## src/rtl/instr_fetch_unit.sv

```systemverilog
// instr_fetch_unit: fetch stage of the single-cycle RISC-V core; owns the PC and the retired-instruction counter.
// Latency: instr_valid rises on the edge after imem_req && imem_ready; the next request follows one cycle after retire.
// Backpressure: instr_ready=0 in HOLD stalls with all outputs stable; memory wait states hold imem_req/imem_addr stable.
//
// Ports:
//   clk, rst                  - core clock; asynchronous active-high reset
//   imem_req/imem_addr        - instruction memory request and address (address == PC)
//   imem_ready/imem_rdata     - memory response valid and instruction word
//   instr_valid/instr_ready   - presented-instruction handshake towards decode/execute
//   Instr, PC, PCPlus4        - presented instruction, its address and address + 4
//   PCSrc, ImmExt, ALUResult  - next-PC controls from the ALU controller, sampled at retire
//   instret                   - retired-instruction counter (wraps at 2^32)
//   fetch_fault               - misaligned-target fault, present only with FETCH_MISALIGN_TRAP_EN
//
// Configuration macro: FETCH_MISALIGN_TRAP_EN
//   defined   - a retire to a target with bits [1:0] != 00 loads the PC, counts the retire and
//               enters a sticky FAULT state that only rst leaves.
//   undefined - no FAULT state and no fetch_fault port; targets are forced word aligned.

module instr_fetch_unit #(
    parameter int              XLEN     = 32,
    parameter logic [XLEN-1:0] RESET_PC = {XLEN{1'b0}}
) (
    input  logic            clk,
    input  logic            rst,

    // instruction memory side
    output logic            imem_req,
    output logic [XLEN-1:0] imem_addr,
    input  logic            imem_ready,
    input  logic [31:0]     imem_rdata,

    // decode / execute side
    output logic            instr_valid,
    input  logic            instr_ready,
    output logic [31:0]     Instr,
    output logic [XLEN-1:0] PC,
    output logic [XLEN-1:0] PCPlus4,

    // next-PC controls, combinational functions of Instr
    input  logic [1:0]      PCSrc,
    input  logic [XLEN-1:0] ImmExt,
    input  logic [XLEN-1:0] ALUResult,

    output logic [31:0]     instret
`ifdef FETCH_MISALIGN_TRAP_EN
    ,
    output logic            fetch_fault
`endif
);

    // ------------------------------------------------------------------
    // Constants
    // ------------------------------------------------------------------
    localparam logic [31:0]     INSTR_NOP   = 32'h0000_0013; // addi x0, x0, 0
    localparam logic [XLEN-1:0] PC_STEP     = XLEN'(4);
    localparam logic [XLEN-1:0] JALR_MASK   = ~XLEN'(1);     // clears bit 0 of the jalr target
    localparam logic [XLEN-1:0] ALIGN_MASK  = ~XLEN'(3);     // clears bits [1:0] of any target

    localparam logic [1:0] PCSRC_SEQ    = 2'b00;
    localparam logic [1:0] PCSRC_BRANCH = 2'b01;
    localparam logic [1:0] PCSRC_JALR   = 2'b10;

    // ------------------------------------------------------------------
    // State
    // ------------------------------------------------------------------
`ifdef FETCH_MISALIGN_TRAP_EN
    typedef enum logic [1:0] {
        S_FETCH = 2'b00,
        S_HOLD  = 2'b01,
        S_FAULT = 2'b10
    } state_t;
`else
    typedef enum logic [1:0] {
        S_FETCH = 2'b00,
        S_HOLD  = 2'b01
    } state_t;
`endif

    state_t            state_q, state_d;
    logic [XLEN-1:0]   pc_q, pc_d;
    logic [31:0]       instr_q, instr_d;
    logic [31:0]       instret_q, instret_d;

    // ------------------------------------------------------------------
    // Next-PC datapath
    // ------------------------------------------------------------------
    logic [XLEN-1:0]   pc_plus4;
    logic [XLEN-1:0]   pc_branch;
    logic [XLEN-1:0]   pc_jalr;
    logic [XLEN-1:0]   next_pc_raw;
    logic [XLEN-1:0]   next_pc_load;
    logic              next_pc_misaligned;
    logic              retire;

    // All additions are modulo 2^XLEN; carries out are intentionally dropped.
    assign pc_plus4  = pc_q + PC_STEP;
    assign pc_branch = pc_q + ImmExt;
    assign pc_jalr   = ALUResult & JALR_MASK;

    always_comb begin
        next_pc_raw = pc_plus4;
        case (PCSrc)
            PCSRC_SEQ:    next_pc_raw = pc_plus4;
            PCSRC_BRANCH: next_pc_raw = pc_branch;
            PCSRC_JALR:   next_pc_raw = pc_jalr;
            default:      next_pc_raw = pc_plus4;   // reserved encoding behaves as sequential
        endcase
    end

    assign next_pc_misaligned = (next_pc_raw[1:0] != 2'b00);

`ifdef FETCH_MISALIGN_TRAP_EN
    // The faulting target is still loaded so software/debug can see where it went.
    assign next_pc_load = next_pc_raw;
`else
    // Without the trap the low bits are simply dropped.
    assign next_pc_load = next_pc_raw & ALIGN_MASK;
`endif

    // A retire only exists while an instruction is being presented.
    assign retire = (state_q == S_HOLD) && instr_ready;

    // ------------------------------------------------------------------
    // Next-state logic
    // ------------------------------------------------------------------
    always_comb begin
        state_d   = state_q;
        pc_d      = pc_q;
        instr_d   = instr_q;
        instret_d = instret_q;

        case (state_q)
            S_FETCH: begin
                // imem_ready is only meaningful while the request is up; in
                // this state the request is up whenever rst is low, and rst
                // holds the registers in reset regardless.
                if (imem_ready) begin
                    instr_d = imem_rdata;
                    state_d = S_HOLD;
                end
            end

            S_HOLD: begin
                if (retire) begin
                    pc_d      = next_pc_load;
                    instret_d = instret_q + 32'd1;
`ifdef FETCH_MISALIGN_TRAP_EN
                    state_d   = next_pc_misaligned ? S_FAULT : S_FETCH;
`else
                    state_d   = S_FETCH;
`endif
                end
            end

`ifdef FETCH_MISALIGN_TRAP_EN
            S_FAULT: begin
                // Sticky: nothing but rst leaves this state.
                state_d = S_FAULT;
            end
`endif

            default: begin
                state_d = S_FETCH;
            end
        endcase
    end

    // ------------------------------------------------------------------
    // Registers
    // ------------------------------------------------------------------
    always_ff @(posedge clk or posedge rst) begin
        if (rst) begin
            state_q   <= S_FETCH;
            pc_q      <= RESET_PC;
            instr_q   <= INSTR_NOP;
            instret_q <= 32'd0;
        end else begin
            state_q   <= state_d;
            pc_q      <= pc_d;
            instr_q   <= instr_d;
            instret_q <= instret_d;
        end
    end

    // ------------------------------------------------------------------
    // Outputs
    // ------------------------------------------------------------------
    // imem_req depends only on registered state and rst, so there is no
    // combinational path from instr_ready back to the memory request.
    // Gating with rst abandons any outstanding request during reset.
    assign imem_req    = (state_q == S_FETCH) && !rst;
    assign imem_addr   = pc_q;
    assign instr_valid = (state_q == S_HOLD);
    assign Instr       = instr_q;
    assign PC          = pc_q;
    assign PCPlus4     = pc_plus4;
    assign instret     = instret_q;

`ifdef FETCH_MISALIGN_TRAP_EN
    assign fetch_fault = (state_q == S_FAULT);
`else
    // Misalignment is absorbed by the alignment mask in this build.
    logic unused_misaligned;
    assign unused_misaligned = next_pc_misaligned;
`endif

endmodule

```

## config.mk

```make
export PLATFORM = sky130hd
export DESIGN_NAME = instr_fetch_unit
export DESIGN_NICKNAME = d
export VERILOG_FILES = /design/src/rtl/instr_fetch_unit.sv
export SDC_FILE = /design/constraint.sdc
export NUM_CORES = 1
export LEC_CHECK = 0
export ABC_AREA = 1
export ABC_CLOCK_PERIOD_IN_PS = 2900
export BUFFER_PORTS_ARGS = -buffer_cell sky130_fd_sc_hd__buf_2
export CAP_MARGIN = 10
export CORE_ASPECT_RATIO = 1.25
export CORE_MARGIN = 1
export CORE_UTILIZATION = 40
export DETAILED_ROUTE_END_ITERATION = 8
export GPL_ROUTABILITY_DRIVEN = 1
export PLACE_DENSITY = 0.72
export SKIP_LAST_GASP = 1
export SYNTH_ARGS = -nofsm -noshare
export SYNTH_HDL_FRONTEND = slang
export SYNTH_SLANG_ARGS = --single-unit
```

## constraint.sdc

```tcl
create_clock -name clk -period 2.9 [get_ports clk]
set_clock_uncertainty 0.05 [all_clocks]
set_input_delay 0.58 -clock clk [delete_from_list [all_inputs] [get_ports clk]]
set_output_delay 0.58 -clock clk [all_outputs]
set_load 0.02 [all_outputs]
```

== Word level (Yosys, flattened, before mapping) ==
Index checks and enable logic that the tools add are counted.
Word-level totals
  input port bits: 102
  logic and storage cells: 23
  bits in registers: 96
  output and inout port bits: 162
Cells by class
  multiplexer cells: 4
  $add $sub $neg: 3
  equal/unequal tests: 5
  reductions and logical operators: 7
Operator list (count)
  32-bit one-hot mux with 2 select lines: 1
  32-bit by 1-bit adder with 32-bit output (second input constant): 1
  32-bit by 3-bit adder with 32-bit output (second input constant): 1
  32-bit adder: 1
  2-bit AND reduction: 3
  2-bit by 1-bit equality test with 1-bit output (second input constant): 2
  2-bit two-way mux: 2
  2-bit one-hot mux with 2 select lines: 1
  2-bit equality test (second input constant): 1
  1-bit logical AND: 2
  2-bit zero test: 1
  2-bit by 1-bit != test with 1-bit output (second input constant): 1
  2-bit != test (second input constant): 1
  1-bit zero test: 1

== Depth between registers and ports, before layout ==
Gate-level depths: netlist of the first run.
  depth after elaboration: 4
  gate-level depth with buffers: 15
  mapped depth without buffers: 15

== Least setup slack after synthesis of the first run ==
OpenSTA, ideal clock, no wires.
  path kind: flip-flop to output port
  start: register pc_q[2], in the netlist PC[2]
  end: output port PCPlus4[12]
  path slack: 0.599 ns
  data arrival time: 1.671 ns
  cell stages (with the launch flop): 7
  data required time: 2.270 ns
  path buffers: 0
  path through: dfrtp_1 -> ha_1 -> inv_1 -> nor2_4 -> nand4_1 -> nor2_1 -> xor2_1
Between the ends
  longest elaborated chain between the ends: 1
Ends and longest elaborated chain
  from (decl): RTL line 81  | logic [XLEN-1:0] pc_q, pc_d;
  from (signal assigned): RTL line 180  | pc_q <= pc_d;
  32-bit by 3-bit adder with 32-bit output: RTL line 97  | assign pc_plus4 = pc_q + PC_STEP;
  to (decl): RTL line 38  | output logic [XLEN-1:0] PCPlus4,
No other way between the ends.

== Worst setup path in the final report of the first run ==
  start: register pc_q[11], in the netlist PC[11]
  end: output port PCPlus4[14]
The elaborated chain is that of the path after synthesis.

==> flow_metrics.tcl, run 1 <==
set metrics [dict create \
    regToRegSetupSlack_ns 0.44 \
    final_common_cell "nand2_1" \
    crit_family "simple AND/OR/NAND/NOR gates" \
    relSlewSlack_pct 45.7 \
    finalPower_w 0.00728 \
    status "finished clean" \
    hold_violations 0 \
    clk_pin_slew_ns 0.08 \
    drive_gt1_share_pct 26.2 \
    cp_max_fo 7 \
    core_region_area_mm2 0.0195 \
    rows 57 \
    antenna_found_initial 0 \
    powerDensity_mw_per_mm2 754 \
    worst-path-buf-inv 1 \
    layout_common_cells "nand2_1 (393), buf_2 (253), inv_1 (175), dfrtp_1 (84), nand3_1 (71)" \
    nNetsFinal 1537 \
    rsz0062_at_grt "false" \
    synth_ff_type "dfrtp_1" \
    fmax_mhz 355 \
    critPathMaxStageDelay_ns 0.51 \
    clockRootBuffer "clkbuf_16" \
    synth_seq_area_share_pct 30.0 \
    avgViaCountPerCell 4.98 \
    grt_pass1_vias 8113 \
    ant_nets 0 \
    leakage_nw 5.50 \
    ys_ff_latch 95 \
    drv_slew 0 \
    place.gp.congestion 0.986 \
    ys_warn_count 0 \
    cpMaxStageDelayCell "dfrtp_1" \
    first_pass_iters 5 \
    die_w_um 128 \
    drt_iter0_drc 361 \
    endpoint_kind "output port" \
    tightest_slew_ns 0.815 \
    arrival_ns 2.19 \
    dieArea_mm2 0.0204 \
    dr_wl_met3_um 1640 \
    hold_class "in2async" \
    dr_wl_met2_um 12500 \
    ios 264 \
    initial_utilization_pct 40.8 \
    syn2layout_area_growth_pct 21.6 \
    cts_buffer_depth 2 \
    cp_data_required_time_ns 2.27 \
    portBuffers 253 \
    diodes 0 \
    clk_latency_ns 0.34 \
    ir_drop_mv 0.495 \
    grt_pass1_wl_um 39700 \
    wl_met1_um 10000 \
    wirelength_um 25300 \
    cts_tree "built" \
    vias 8317 \
    async_reset_ff_share_pct 100 \
    finalCriticalPeriod_ns 2.82 \
    crit_chain "nand2_1 -> nor2_2 -> nand2_1 -> nor3_2 -> xor2_1 -> buf_2" \
    maxCapViolations 0 \
    track_usage_pct 25.0 \
    cpMostUsedCell "nand2_1" \
    synth_edf_count 0 \
    wl_per_cell_um 15.1 \
    hpwl_um 20500 \
    criticalPathCategory "reg2out" \
    clkSinkCount 95 \
    setup_viol 0 \
    grt_max_degree 96 \
    post-route-period-util_pct 97.2 \
    drcViolationCount 0 \
    h-tree-depth 3 \
    top_layer_used "met4" \
    netlist_area_mm2 0.00794 \
    fin_tns_setup_ns 0 \
    startpoint_type "flop" \
    overflow 0 \
    syn-mean-instance-area_um2 6.76 \
    die_y_um 159 \
    synthCells 1174 \
    ys_types 43 \
    numCtsBuffers 9 \
]
-- cell usage after synthesis, types with 4 or more instances --
master / number / share of area [%]
xor2_1: 34 / 3.8
ha_1: 33 / 5.2
a21oi_1: 53 / 3.3
nor2_4: 6 / 0.85
nand3b_1: 7 / 0.66
o21ai_1: 7 / 0.44
nand2_1: 393 / 19
nand3_1: 71 / 4.5
dfrtp_1: 92 / 29
o21ai_0: 33 / 2.1
nor2_2: 8 / 0.63
inv_1: 176 / 8.3
nor3_1: 21 / 1.3
nor2_1: 70 / 3.3
nor3_2: 7 / 0.88
buf_4: 38 / 3.6
nand4_1: 17 / 1.3
buf_2: 6 / 0.38
nand2_2: 6 / 0.47
o211ai_1: 9 / 0.85
xnor2_1: 8 / 0.88
clkbuf_1: 14 / 0.66
mux2_2: 32 / 4.5
nand3_2: 4 / 0.50
o21bai_1: 4 / 0.38
-- logic make-up (layout without fill, tap and decap cells) --
| kind of cell | Yosys count | count (layout) | synth area share, % |
|---|---|---|---|
| compound gates | 112 | 112 | 7.73 |
| xor+xnor | 42 | 42 | 4.64 |
| fa+ha+maj | 34 | 34 | 5.45 |
| buf+inv | 235 | 462 | 13.1 |
| flops | 95 | 95 | 30.0 |
| mux | 32 | 32 | 4.54 |
| other cells | 1 | 6 | 0.0473 |
| simple gates | 623 | 623 | 34.5 |
-- layout make-up --
class / instances / area (um^2)
Tap cell: 265 / 332
Clock inverter: 7 / 77.6
Sequential cell: 95 / 2390
Inverter: 176 / 664
Clock buffer: 9 / 225
Timing Repair Buffer: 270 / 1420
Fill cell: 1967 / 9820
Multi-Input combinational cell: 849 / 4540
-- metrics by stage --
stage	instances	utilization (%)	hold slack [ns]	area, um^2	setup slack, ns
2_1_floorplan	1179	-	0.532	7960	0.599
3_3_place_gp	1653	47.8	0.410	9320	0.319
3_5_place_dp	1653	47.8	0.417	9320	0.280
4_1_cts	1671	49.5	0.385	9630	0.00830
5_1_grt	1671	49.6	0.400	9650	0.00416
6_report	1671	49.6	0.349	9650	0.0804
-- path summary, 6_finish.rpt --
path | cells past startpoint | startpoint | to
min in group clk | 2 | instr_ready | state_q[0]$_DFFE_PP0P_
worst min register to register | 1 | instret[31]$_DFFE_PP0P_ | instret[31]$_DFFE_PP0P_
worst min-delay path | 3 | rst | Instr[7]$_DFFE_PP0P_
max in group asynchronous | 3 | rst | PC[15]$_DFFE_PP0P_
worst max-delay path | 6 | PC[11]$_DFFE_PP0P_ | PCPlus4[14]
worst max register to register | 13 | PC[23]$_DFFE_PP0P_ | PC[29]$_DFFE_PP0P_
-- registers in the layout, summed over array words and instances, names as in the netlist --
register	count
Instr	32
PC	30
state_q	1
instret	32
-- metal layers --
| layer | GRT usage (%) | vias to the layer above |
|---|---|---|
| met5 | 0 | - |
| met4 | 12.8 | 0 |
| met3 | 3.83 | 58 |
| li1 | - | 4126 |
| met2 | 44.3 | 334 |
| met1 | 28.9 | 3799 |
-- worst reg2reg max path, delay by kind of cell (launching register included) --
family,cells,cell delay [ns]
buf+inv,1,0.10
simple gates,11,1.27
fa+ha+maj,1,0.44
flops,1,0.51
-- what timing repair did --
item                       4_1_cts  5_1_grt
setup endpoints to repair        5       10
buffers inserted                 2        0
hold buffers                     0        0
resized for setup                1        9
pin swaps                        1        0
-- power breakdown --
group / internal (W) / total [W] / switching [W] / leakage [nW]
clock: 0.000610 / 0.00120 / 0.000593 / 0.144
combinational: 0.00134 / 0.00402 / 0.00269 / 4.21
sequential: 0.00162 / 0.00205 / 0.000431 / 1.14
No activity file was read; power rests on OpenSTA's default activity.
==> inputs of run 2 (changes only) <==
- ABC_AREA: 1 -> unset
- CTS_CLUSTER_DIAMETER: unset -> 100
- PLACE_DENSITY: 0.72 -> 0.7
==> run 2 against run 1 <==
Compared with the run above: sequential share of layout area grew 0.72 points; critical path type unchanged; first-iteration DRC count up 27%; clock power about the same; utilization is 6.1 points higher; total power increased by 14%.
==> flow_metrics.tcl, run 2 <==
set metrics [dict create \
    grt_pass1_vias 6620 \
    holdWs_ns 0.336 \
    post-route-period-util_pct 98.4 \
    drive_gt1_share_pct 42.5 \
    cpMaxStageDelayCell "nor4_4" \
    relSlewSlack_pct 55.3 \
    numCtsBuffers 9 \
    synth_common_cells "dfrtp_1 (92), nand2_1 (66), a21oi_1 (64)" \
    top_layer_used "met4" \
    vias 7054 \
    fin_area_mm2 0.00938 \
    cpMostUsedCell "and3_4" \
    leakage_nw 4.52 \
    yosys.area.top_type_share_pct 33.3 \
    yosysTopAreaCell "dfrtp_1" \
    rr_startpoint "PC[3]$_DFFE_PP0P_" \
    startpoint_type "flop" \
    place.gp.congestion 0.886 \
    ys_warn_count 0 \
    syn-mean-instance-area_um2 8.92 \
    final.setup.worst_slack_ns 0.0477 \
    crit_chain "buf_6 -> nand4_4 -> nor4_4 -> and3_4 -> and3_4 -> nand3_4 -> xnor2_2 -> buf_4" \
    layout_common_cells "buf_2 (247), buf_4 (104), dfrtp_1 (83), nand2_1 (64), a21oi_1 (64)" \
    dr_wl_met3_um 1450 \
    first_pass_iters 5 \
    ios 264 \
    antenna_found_initial 1 \
    grt_pass1_wl_um 34200 \
    placed_cell_area_mm2 0.00871 \
    core_region_area_mm2 0.0168 \
    finalPower_w 0.00833 \
    rows 53 \
    dieArea_mm2 0.0178 \
    preCtsSetupSlack_ns -0.154 \
    synth_ff_type "dfrtp_1" \
    finalCriticalPeriod_ns 2.85 \
    clockRootBuffer "clkbuf_16" \
    die_w_um 120 \
    drv_slew 0 \
    cp_data_required_time_ns 2.27 \
    synth_most_common_cell "dfrtp_1" \
    wirelength_um 22700 \
    final_common_cell "buf_2" \
    maxCapViolations 0 \
    ys_ff_latch 95 \
    worst-path-buf-inv 2 \
    initial_utilization_pct 41.1 \
    ys_types 69 \
    tightest_slew_ns 0.669 \
    nNetsFinal 1212 \
    rr_endpoint "PC[22]$_DFFE_PP0P_" \
    cts_tree "built" \
    dr_wl_met2_um 10900 \
    fmax_mhz 351 \
    clkSinkCount 95 \
    clk_pin_slew_ns 0.08 \
    powerDensity_mw_per_mm2 887 \
    synth_edf_count 0 \
    portBuffers 253 \
    async_reset_ff_share_pct 100 \
    r2r_cells 12 \
    rsz0062_at_grt "true" \
    netlist_area_mm2 0.00692 \
    endpoint_kind "output port" \
    drcViolationCount 0 \
    grt_max_degree 43 \
    hpwl_um 17700 \
    syn2layout_area_growth_pct 35.7 \
    die_y_um 149 \
    clk_latency_ns 0.34 \
    arrival_ns 2.22 \
    synthCells 775 \
    hold_violations 0 \
    fin_tns_setup_ns 0 \
    avgViaCountPerCell 5.41 \
    crit_family "simple AND/OR/NAND/NOR gates" \
    h-tree-depth 3 \
    synth.area.top_cells "dfrtp_1 (33%), xnor2_1 (7.5%), ha_1 (6.0%), mux2_2 (5.2%), a21oi_1 (4.6%)" \
    track_usage_pct 24.7 \
    wl_met1_um 9400 \
    status "finished clean" \
    drt_iter0_drc 460 \
    hold_class "in2async" \
    wl_per_cell_um 17.4 \
    cp_max_fo 4 \
    criticalPathCategory "reg2out" \
    setup_viol 0 \
    ant_nets 0 \
    critPathMaxStageDelay_ns 0.39 \
    ir_drop_mv 0.485 \
    regToRegSetupSlack_ns 0.09 \
    synth_seq_area_share_pct 34.4 \
    cts_buffer_depth 2 \
    overflow 0 \
]
[run 2: worst reg2reg max path, cell delays in order, from the launching register on]
cell and delay (ns):
dfrtp_2 0.39, buf_4 0.16, inv_1 0.07, fa_2 0.41
nor2b_2 0.15, o31a_1 0.20, o32ai_2 0.12, o31a_2 0.34
buf_4 0.16, nor3_2 0.21, nor2_1 0.07, xnor2_1 0.15
o31ai_1 0.25
[run 2: per-layer routing]
| layer | track usage (%) | vias to the layer above |
|---|---|---|
| li1 | - | 3376 |
| met1 | 29.9 | 3299 |
| met2 | 43.1 | 323 |
| met3 | 3.52 | 56 |
| met4 | 11.8 | 0 |
| met5 | 0 | - |
[run 2: worst max-delay path by stage]
stage          depth (start not counted)  slack, ns               start                  to
3_3_place_gp                          12      -0.12           ImmExt[2]  PC[30]$_DFFE_PP0P_
4_1_cts                                8      -0.05   PC[2]$_DFFE_PP0P_         PCPlus4[28]
3_5_place_dp                          13      -0.15           ImmExt[2]  PC[22]$_DFFE_PP0P_
5_1_grt                                6      -0.08  PC[27]$_DFFE_PP0P_         PCPlus4[31]
2_1_floorplan                          7       0.03   PC[3]$_DFFE_PP0P_         PCPlus4[26]
6_report                               8       0.05  PC[10]$_DFFE_PP0P_         PCPlus4[27]
[run 2: layout make-up]
cell class / instances / area [um^2]
antenna: 2 / 5.00
tap: 220 / 275
timing repair buffer: 359 / 2120
fill: 1575 / 7460
sequential: 95 / 2390
clock buffer: 9 / 225
inverter: 23 / 90.1
clock inverter: 7 / 78.8
multi-input combinational: 588 / 4190
[run 2: where the power goes]
part           switching [W]  internal (W)  total [W]
Sequential          0.000376       0.00166    0.00203
Clock               0.000568      0.000610    0.00118
Combinational        0.00297       0.00214    0.00512
[run 2: cell families after synthesis]
| logic type | after synthesis | share of synthesized area [%] |
|---|---|---|
| other | 1 | 0.0542 |
| and+or+nand+nor | 222 | 16.2 |
| adders and majority gates | 34 | 6.26 |
| buffers and inverters | 97 | 7.35 |
| muxes | 35 | 5.65 |
| xor gates and xnor gates | 85 | 10.8 |
| AOI/OAI and AO/OA | 206 | 19.3 |
| DFF | 95 | 34.4 |
[run 2: timing repair]
item                       in CTS  in global routing
gates resized for setup        16                 33
setup buffers                   8                 14
setup endpoints to repair      11                 17
pin swaps                       6                 13
hold buffers                    0                  0
[run 2: stage by stage]
step / std cells / util [%]
final: 1303 / 55.7
after global routing: 1302 / 55.7
after CTS: 1287 / 54.3
after detailed placement: 1263 / 51.7
after global placement: 1263 / 51.7
after floorplan: 780 / -
==> inputs of run 3 (changes only) <==
- CORE_MARGIN: 1 -> 5
- CTS_BUF_LIST: unset -> sky130_fd_sc_hd__clkbuf_4
==> run 3 against run 2 <==
Compared with the run above: the run now ends with negative setup slack left; critical path depth stayed put; register-to-register slack worse by 0.05 ns; worst setup slack worse by 0.082 ns; hold slack worse by 0.092 ns; sequential share of layout area is 0.87 points lower; routed wire length is 7.2% higher; flip-flop and latch count stayed put; total power hardly changed; count of clock-buffer cells in the layout stayed put; combinational power is 9.4% higher.
==> flow_metrics.tcl, run 3 (synthesis gave the netlist of run 2 again) <==
set metrics [dict create \
    ir_drop_mv 0.553 \
    clkSinkCount 95 \
    drv_slew 0 \
    grt_max_degree 58 \
    final.setup.worst_slack_ns -0.0344 \
    h-tree-depth 3 \
    relSlewSlack_pct 50.4 \
    avgViaCountPerCell 5.49 \
    holdWs_ns 0.244 \
    ios 264 \
    grt_pass1_vias 6849 \
    violations "negative setup slack" \
    cts_buffer_depth 2 \
    startpoint_type "flop" \
    cts_tree "built" \
    grt_pass1_wl_um 36100 \
    tightest_slew_ns 0.743 \
    r2r_cells 13 \
    fmax_mhz 341 \
    overflow 0 \
    place.gp.congestion 0.932 \
    arrival_ns 2.30 \
    rsz0062_at_grt "true" \
    rr_startpoint "PC[2]$_DFFE_PP0P_" \
    rows 53 \
    track_usage_pct 22.8 \
    hold_class "in2async" \
    maxCapViolations 0 \
    post-route-period-util_pct 101 \
    hpwl_um 18500 \
    wl_per_cell_um 18.4 \
    clk_latency_ns 0.46 \
    setup_viol 3 \
    powerDensity_mw_per_mm2 855 \
    wirelength_um 24400 \
    cp_data_required_time_ns 2.27 \
    status "complete, but fails checks" \
    first_pass_iters 5 \
    dieArea_mm2 0.0200 \
    criticalPathCategory "reg2out" \
    core_region_area_mm2 0.0169 \
    hold_violations 0 \
    hold_buffers 0 \
    rr_endpoint "PC[22]$_DFFE_PP0P_" \
    drcViolationCount 0 \
    vias 7261 \
    die_w_um 128 \
    cp_max_fo 5 \
    drive_gt1_share_pct 46.2 \
    drt_iter0_drc 553 \
    ant_nets 0 \
    preCtsSetupSlack_ns -0.154 \
    antenna_found_initial 1 \
    layout_common_cells "buf_2 (237), buf_4 (120), dfrtp_1 (79), a21oi_1 (61), nand2_1 (60)" \
    final_common_cell "buf_2" \
    syn2layout_area_growth_pct 40.8 \
    clk_pin_slew_ns 0.16 \
    die_y_um 157 \
    clockRootBuffer "clkbuf_4" \
    initial_utilization_pct 40.9 \
    numCtsBuffers 9 \
    regToRegSetupSlack_ns 0.04 \
    fin_cells 1322 \
    portBuffers 253 \
    finalCriticalPeriod_ns 2.93 \
    nNetsFinal 1232 \
    post-place-cells 1257 \
    endpoint_kind "output port" \
    leakage_nw 4.69 \
    num-fill-cells 1528 \
]
run 3: changes by cell type in the layout (fill, tap and decap cells not counted), sizes merged:
cell	previous run	this run
inv	24	26
clkinvlp	3	2
diode	2	1
clkinv	3	2
buf	359	379
run 3: repair_timing:
| action | 4_1_cts | 5_1_grt |
|---|---|---|
| pin swaps | 10 | 29 |
| setup endpoints to repair | 19 | 35 |
| resized for setup | 50 | 77 |
| buffers inserted | 26 | 23 |
run 3: worst max path at each step:
stage | endpoint | start | depth (start not counted) | slack [ns]
after floorplan | PCPlus4[26] | PC[3]$_DFFE_PP0P_ | 7 | 0.03
after global placement | PC[30]$_DFFE_PP0P_ | ImmExt[2] | 12 | -0.12
after detailed placement | PC[22]$_DFFE_PP0P_ | ImmExt[2] | 13 | -0.15
after CTS | PCPlus4[27] | PC[2]$_DFFE_PP0P_ | 8 | -0.15
after global routing | PCPlus4[27] | PC[5]$_DFFE_PP0P_ | 8 | -0.18
final | PCPlus4[27] | PC[5]$_DFFE_PP0P_ | 8 | -0.03
run 3: final cells by class:
cell class	instances	area, um^2	area share [%]
Tap cell	220	275	2.83
Antenna cell	1	2.50	0.0257
Clock inverter	7	62.6	0.643
Timing Repair Buffer	379	2350	24.2
Inverter	23	90.1	0.925
Multi-Input combinational cell	588	4490	46.1
Clock buffer	9	67.6	0.694
Sequential cell	95	2400	24.6
run 3: through the flow:
| step | TNS [ns] | total power, W | util, % | area, um^2 |
|---|---|---|---|---|
| 6_report | -0.0465 | 0.00832 | 57.6 | 9740 |
| 5_1_grt | -1.73 | 0.00886 | 57.6 | 9740 |
| 4_1_cts | -0.670 | 0.00788 | 54.2 | 9170 |
| 3_5_place_dp | -0.465 | 0.00686 | 51.2 | 8660 |
| 3_3_place_gp | -0.356 | 0.00681 | 51.2 | 8660 |
| 2_1_floorplan | 0 | 0.00524 | - | 6950 |
run 3: critical path: stages (launching register included):
cell     delay [ns]
dfrtp_1        0.39
buf_6          0.15
nand2_8        0.06
nor4_4         0.38
and3_4         0.28
and3_4         0.21
nand3_4        0.09
xnor2_2        0.15
buf_4          0.16
run 3: per-layer routing:
layer | routed length (um) | share of wire (%) | GRT usage [%] | up-vias
met5 | 0 | 0 | 0 | -
met2 | 12100 | 50 | 39.8 | 391
met4 | 677 | 2.8 | 6.93 | 0
met1 | 9640 | 40 | 28.5 | 3399
li1 | - | - | - | 3420
met3 | 1980 | 8.1 | 4.31 | 51
run 3: where the power goes:
group	leakage (nW)	internal [W]	switching, W	total (W)
logic	3.46	0.00241	0.00319	0.00560
clock network	0.0699	0.000197	0.000512	0.000709
registers	1.16	0.00166	0.000362	0.00202
total	4.69	0.00426	0.00406	0.00832
